### src/rtl/uart_line_buffer.sv
// Line buffer for a UART TX path. Bytes are collected until a newline arrives,
// the buffer fills, or the line goes idle too long. The line then drains byte by byte.
module uart_line_buffer #(
  parameter int LineLen     = 64,
  parameter int IdleTimeout = 1024
) (
  input  logic        clk_i,
  input  logic        rst_i,
  input  logic        char_valid_i,
  output logic        char_ready_o,
  input  logic [7:0]  char_data_i,
  output logic        line_valid_o,
  input  logic        line_ready_i,
  output logic [7:0]  line_data_o,
  output logic        line_last_o,
  output logic        line_trunc_o,
  output logic [31:0] lines_o
);

  localparam int AddrW = (LineLen > 1) ? $clog2(LineLen) : 1;
  localparam int CntW  = AddrW + 1;
  localparam int IdleW = $clog2(IdleTimeout + 1);

  typedef enum logic {FILL, DRAIN} state_t;

  state_t            state_reg;
  logic [CntW-1:0]   cnt_reg;
  logic [CntW-1:0]   rd_reg;
  logic [IdleW-1:0]  idle_reg;
  logic              trunc_reg;
  logic [31:0]       lines_reg;
  logic [7:0]        data_reg;
  logic [7:0]        buf_mem [LineLen];

  logic            accept;
  logic            is_nl;
  logic            full_hit;
  logic            timeout_hit;
  logic            drain_hs;
  logic            is_last;
  logic [CntW-1:0] cnt_inc;
  logic [CntW-1:0] rd_inc;

  assign accept      = (state_reg == FILL) && char_valid_i;
  assign is_nl       = (char_data_i == 8'h0A);
  assign cnt_inc     = cnt_reg + 1'b1;
  assign full_hit    = (cnt_inc == CntW'(LineLen));
  // The idle counter only leaves zero with a partial line, so no separate cnt check.
  assign timeout_hit = (state_reg == FILL) && !char_valid_i && (idle_reg == IdleW'(IdleTimeout));
  assign drain_hs    = (state_reg == DRAIN) && line_ready_i;
  assign is_last     = (rd_reg == cnt_reg - 1'b1);
  assign rd_inc      = rd_reg + 1'b1;

  always_ff @(posedge clk_i) begin
    if (accept) begin
      buf_mem[cnt_reg[AddrW-1:0]] <= char_data_i;
    end
  end

  // Registered read port. The first byte of a line is captured straight from the
  // input so it is ready on the first DRAIN cycle; later bytes are prefetched
  // from storage on each handshake.
  always_ff @(posedge clk_i) begin
    if (accept && (cnt_reg == '0)) begin
      data_reg <= char_data_i;
    end else if (drain_hs && !is_last) begin
      data_reg <= buf_mem[rd_inc[AddrW-1:0]];
    end
  end

  always_ff @(posedge clk_i) begin
    if (rst_i) begin
      state_reg <= FILL;
      cnt_reg   <= '0;
      rd_reg    <= '0;
      idle_reg  <= '0;
      trunc_reg <= 1'b0;
      lines_reg <= '0;
    end else begin
      case (state_reg)
        FILL: begin
          if (accept) begin
            cnt_reg  <= cnt_inc;
            idle_reg <= '0;
            if (is_nl || full_hit) begin
              state_reg <= DRAIN;
              trunc_reg <= !is_nl;
            end
          end else if (timeout_hit) begin
            state_reg <= DRAIN;
            trunc_reg <= 1'b1;
            idle_reg  <= '0;
          end else if (cnt_reg != '0) begin
            idle_reg <= idle_reg + 1'b1;
          end else begin
            idle_reg <= '0;
          end
        end
        DRAIN: begin
          if (line_ready_i) begin
            if (is_last) begin
              state_reg <= FILL;
              cnt_reg   <= '0;
              rd_reg    <= '0;
              idle_reg  <= '0;
              trunc_reg <= 1'b0;
              lines_reg <= lines_reg + 32'd1;
            end else begin
              rd_reg <= rd_inc;
            end
          end
        end
        default: state_reg <= FILL;
      endcase
    end
  end

  assign char_ready_o = (state_reg == FILL);
  assign line_valid_o = (state_reg == DRAIN);
  assign line_data_o  = data_reg;
  assign line_last_o  = (state_reg == DRAIN) && is_last;
  assign line_trunc_o = trunc_reg;
  assign lines_o      = lines_reg;

endmodule
### config.mk
export PLATFORM = sky130hd
export DESIGN_NAME = uart_line_buffer
export DESIGN_NICKNAME = d
export VERILOG_FILES = /design/src/rtl/uart_line_buffer.sv
export SDC_FILE = /design/constraint.sdc
export NUM_CORES = 1
export LEC_CHECK = 0
export CAP_MARGIN = 40
export CORE_MARGIN = 1
export CORE_UTILIZATION = 66
export CTS_BUF_LIST = sky130_fd_sc_hd__clkbuf_16
export CTS_CLUSTER_SIZE = 28
export DETAILED_ROUTE_END_ITERATION = 12
export PLACE_DENSITY = 0.84
export SLEW_MARGIN = 20
export SYNTH_ARGS = -nofsm -noshare
export SYNTH_HDL_FRONTEND = slang
export SYNTH_SLANG_ARGS = --single-unit
### constraint.sdc
create_clock -name clk_i -period 8.1 [get_ports clk_i]
set_clock_uncertainty 0.2 [all_clocks]
set_input_delay 1.62 -clock clk_i [delete_from_list [all_inputs] [get_ports clk_i]]
set_output_delay 1.62 -clock clk_i [all_outputs]
set_load 0.02 [all_outputs]
# Word level (Yosys, flattened, before mapping)
# Memory sizes are Yosys's and may differ from the RTL's.
# Cells that the tools add are included.
[word_totals]
memories = 1
in_bits = 12
output_inout_bits = 44
regBits = 67
ram_bits = 512
[classes]
eq_ne = 9
reduce_logical = 19
addsub = 5
mux = 27
n_bitwise = 1
[memory_table]
columns = ["memory", "depth", "word_bits", "rd", "rd_ports_with_merged_regs", "wr", "line", "rtl"]
rows = [
  ["buf_mem", 64, 8, 1, 0, 1, "33", "logic [7:0] buf_mem [LineLen];"],
]
[ops]
columns = ["op", "count"]
rows = [
  ["$mux W11", 5],
  ["$add A32 B1 Y32 const B", 1],
  ["$mux W7", 4],
  ["$pmux W11 S2", 1],
  ["$mux W8", 2],
  ["$add A7 B1 Y7 const B", 2],
  ["$pmux W7 S2", 1],
  ["$mux W1", 12],
  ["$add A11 B1 Y11 const B", 1],
  ["$eq A11 B11 Y1 const B", 1],
  ["$eq A8 B4 Y1 const B", 1],
  ["$eq A7 B7 Y1", 1],
  ["$eq A7 B7 Y1 const B", 1],
  ["$logic_and A1 B1 Y1", 7],
  ["$logic_not A7 Y1", 1],
  ["$reduce_bool A7 Y1", 1],
  ["$sub A7 B1 Y7 const B", 1],
  ["$reduce_and A3 Y1", 2],
  ["$ne A2 B1 Y1 const B", 2],
  ["$pmux W1 S2", 2],
  ["$reduce_and A2 Y1", 2],
  ["$reduce_and A4 Y1", 1],
  ["$logic_not A1 Y1", 3],
  ["$ne A3 B1 Y1 const B", 1],
  ["other kinds (5)", 5],
]

# Depth between registers and ports, before layout
[depth]
ltp_word = 6
ltp_mapped = 12

# Worst setup path after synthesis
# Ideal clock, no wire load.
[synth_path]
path_type = "register to output"
start = "register cnt_reg[0]"
end = "output line_last_o"
path_stages_with_launch = 12
t_required_ns = 6.280
arrival_ns = 2.567
path_slack_ns = 3.713
n_path_buf = 4
path_cell_list = "dfxtp_1 -> buf_2 -> inv_1 -> ha_1 -> clkbuf_1 -> o21bai_1 -> a211oi_1 -> a2111o_1 -> nand3_1 -> buf_2 -> buf_2 -> nor2_1"
[synth_via]
elab_chain_cells = 3
[synth_rtl]
columns = ["element", "line", "rtl"]
rows = [
  ["start: declaration", "27", "logic [CntW-1:0] cnt_reg;"],
  ["start signal: assignment", "83", "cnt_reg <= cnt_inc;"],
  ["$sub A7 B1 Y7", "51", "assign is_last = (rd_reg == cnt_reg - 1'b1);"],
  ["$eq A7 B7 Y1", "51", ""],
  ["$logic_and A1 B1 Y1", "121", "assign line_last_o = (state_reg == DRAIN) && is_last;"],
  ["end: declaration", "15", "output logic line_last_o,"],
]
# No other way between the ends.

# Final worst setup path
# Same ends and word-level chain as after synthesis.

==> flow_metrics.env <==
export IMPL_postCtsSetupBuffers=0
export IMPL_clock_sinks=579
export IMPL_drtPass1Iterations=6
export IMPL_power_total_mw=5.875
export IMPL_antennaDiodeCount=0
export IMPL_initial_core_util_pct=67.78
export IMPL_die_area_um2=36580
export IMPL_synth_fa_ha_area_share_pct=0.3704
export IMPL_tightestPinTransition_ns=0.9402
export IMPL_antenna_found_initial=1
export IMPL_grt_pass1_vias=13401
export IMPL_io_pins=56
export IMPL_internal_power_mw=4.668
export IMPL_final_area_um2=26520
export IMPL_synth_cell_type_count=70
export IMPL_synth_top_family_by_area="multiplexers"
export IMPL_r2r_start="rd_reg[0]"
export IMPL_dp_slack_ns=2.883
export IMPL_wire_per_inst_um=29.34
export IMPL_area_growth_pct=12.15
export IMPL_final_antenna_net_count=0
export IMPL_path_clk_slew_ns=0.07
export IMPL_r2r_slack_ns=4.28
export IMPL_drv_cap=0
export IMPL_fin_crit_ns=5.887
export IMPL_peakVddDrop_mv=0.2383
export IMPL_cts_buffer_depth=3
export IMPL_ys_warn_count=0
export IMPL_fp_dieH_um=191.3
export IMPL_drv_slew=0
export IMPL_swShare_pct=20.53
export IMPL_cp_max_fo=21
export IMPL_drc=0
export IMPL_coreArea_um2=34880
export IMPL_startpoint_type="flop"
export IMPL_pwr_density_cell_nw_per_um2=221.6
export IMPL_setup_viol=0
export IMPL_overflow=0
export IMPL_final_cell_mix="edfxtp_1 (520), mux4_2 (144), nor2_1 (119)"
export IMPL_fmax_ghz=0.1699
export IMPL_hold_viol=0
export IMPL_startpoint="cnt_reg[0]"
export IMPL_synth_simple_gate_area_share_pct=8.044
export IMPL_relSlewSlack_pct=37.14
export IMPL_nets=1467
export IMPL_placed_cell_area_um2=24690
export IMPL_drtIter0Drc=2138
export IMPL_cts_root_buf="clkbuf_16"
export IMPL_clock_power_share_pct=42.0
export IMPL_combPwrFrac_pct=2.3
export IMPL_finalCritPeriodShare_pct=72.68
export IMPL_reg2regPathDepth=7
export IMPL_h_tree_depth=2
export IMPL_syn_area_per_cell_um2=17.28
export IMPL_synthArstFlopShare_pct=0
export IMPL_synth_compound_area_share_pct=4.308
export IMPL_cp_required_ns=6.28
export IMPL_synthCells=1368
export IMPL_place_congestion=0.8994
export IMPL_largest_reg_flops=512
export IMPL_syn_num_nets=1387
export IMPL_grt_pass1_wl_mm=84.50
export IMPL_via_per_inst=7.120
export IMPL_p_switching_mw=1.206
export IMPL_crit_type="reg -> out"
export IMPL_final_common_cell="edfxtp_1"
export IMPL_insertion_delay_ns=0.60
export IMPL_synth_edf_count=520
export IMPL_status="complete, no violations"
export IMPL_rsz0062_at_grt="no"
export IMPL_multi_input_area_um2=6524
export IMPL_routed_wl_mm=57.07
export IMPL_tritoncts="built"
export IMPL_grtUsageTotal_pct=32.07
export IMPL_fin_hold_ws_ns=0.2960
export IMPL_synth_xor_area_share_pct=0.8679
export IMPL_seqPwrFrac_pct=55.7
export IMPL_drive_gt1_share_pct=19.73
export IMPL_r2r_end="line_data_o[4]"
export IMPL_endpoint="line_last_o"
export IMPL_synth_ff_type="edfxtp_1"
export IMPL_arrival_ns=4.07
export IMPL_hold_path_class="reg -> reg"
export IMPL_leakage_nw=8.082
export IMPL_place_hpwl_mm=31.95
export IMPL_grt_max_degree=97
export IMPL_placementRows=68
export IMPL_io_buffers=55
export IMPL_synthMuxAreaShare_pct=13.81
export IMPL_ys_ff_latch=579
export IMPL_die_x_um=191.3
export IMPL_cts_hold_buf=0
export IMPL_ys_seq_area_share_pct=71.04
export IMPL_seqCellArea_um2=16800
export IMPL_synthesis_area_um2=23640
export IMPL_cts_resized=0
export IMPL_setup_tns_final_ns=0
export IMPL_crit_path_end_kind="output port"
export IMPL_cts_made_buffers=55
export IMPL_nFillCells=1884
export IMPL_num_vias=13848
export IMPL_final_setup_worst_slack_ns=2.213
## cells in the mapped netlist (all sizes together), types with 2 or more instances
master	n	area share, %
nor2	119	1.9
xnor2	13	0.51
nand3	56	1.2
nor3b	2	0.063
o32ai	4	0.15
o311ai	2	0.074
xor2	7	0.26
dfxtp	59	5.0
nand4	13	0.34
or4b	2	0.085
or2	8	0.21
o31ai	15	0.48
nand2	64	1.0
edfxtp	520	66
nor2b	3	0.079
buf	30	0.61
a211oi	9	0.29
inv	17	0.27
or3b	5	0.19
nand4b	5	0.19
a31oi	4	0.11
and2	19	0.50
a221oi	8	0.30
and3	9	0.24
a21oi	42	0.89
or4	14	0.46
clkbuf	42	0.67
ha	7	0.37
o211ai	11	0.35
nand3b	5	0.16
a22oi	12	0.38
nor3	24	0.51
nand2b	3	0.079
or3	18	0.50
nor4	7	0.28
mux4	144	14
o21ai	23	0.49
## layout make-up
type	count	share of cell area (%)
Clock inverter	43	1.123
Inverter	18	0.2548
Timing Repair Buffer	95	3.228
Sequential cell	579	63.36
Multi-Input combinational cell	699	24.60
Tap cell	455	2.147
Clock buffer	56	5.285
## worst max-delay path, stage by stage, from the launching register on
cell and delay [ns]:
dfxtp_1 0.59, inv_1 0.19, ha_1 0.35, o21bai_1 0.19
a211oi_1 0.45, a2111o_1 0.26, nand3_1 0.56, nor2_1 0.25
clkdlybuf4s50_1 0.63
## metal layers
layer,vias to the layer above,GRT usage [%],part of all wire (%)
met5,-,0,0
met4,0,12.85,4.4
met3,195,7.050,12
met2,1057,49.96,47
met1,6915,44.74,36
li1,5681,-,-
## worst min path at each step
stage	from	to	slack, ns	depth (start not counted)
6_report	lines_o[31]	lines_o[31]	0.30	2
4_1_cts	lines_o[31]	lines_o[31]	0.29	2
3_5_place_dp	lines_o[31]	lines_o[31]	0.28	2
5_1_grt	lines_o[12]	lines_o[12]	0.33	2
2_1_floorplan	idle_reg[7]	idle_reg[7]	0.28	2
3_3_place_gp	lines_o[31]	lines_o[31]	0.26	2
## cells by family (layout without fill, tap and decap cells)
kind of cell             after synthesis  after routing
multiplexers                         146            146
AO/OA/AOI/OAI                        147            147
buffers and inverters                 90            212
XOR/XNOR                              21             21
adder cells (fa/ha/maj)                7              7
AND/OR/NAND/NOR                      378            378
flip-flops                           579            579
## through the flow
stage               util, %  instances
floorplan                 -       1368
global placement      70.69       1830
detailed placement    70.79       1835
CTS                   75.66       1934
global route          76.01       1945
finish                76.01       1945
## power groups by stage
stage / logic, mW / clock network (mW) / registers (mW)
after global routing: 0.141 / 2.57 / 3.27
after global placement: 0.123 / 0 / 3.33
after CTS: 0.131 / 2.47 / 3.27
final: 0.135 / 2.47 / 3.27
after detailed placement: 0.129 / 0 / 3.33
after floorplan: 0.0464 / 0 / 3.34
Note: power is estimated with default switching activity, not from simulation.
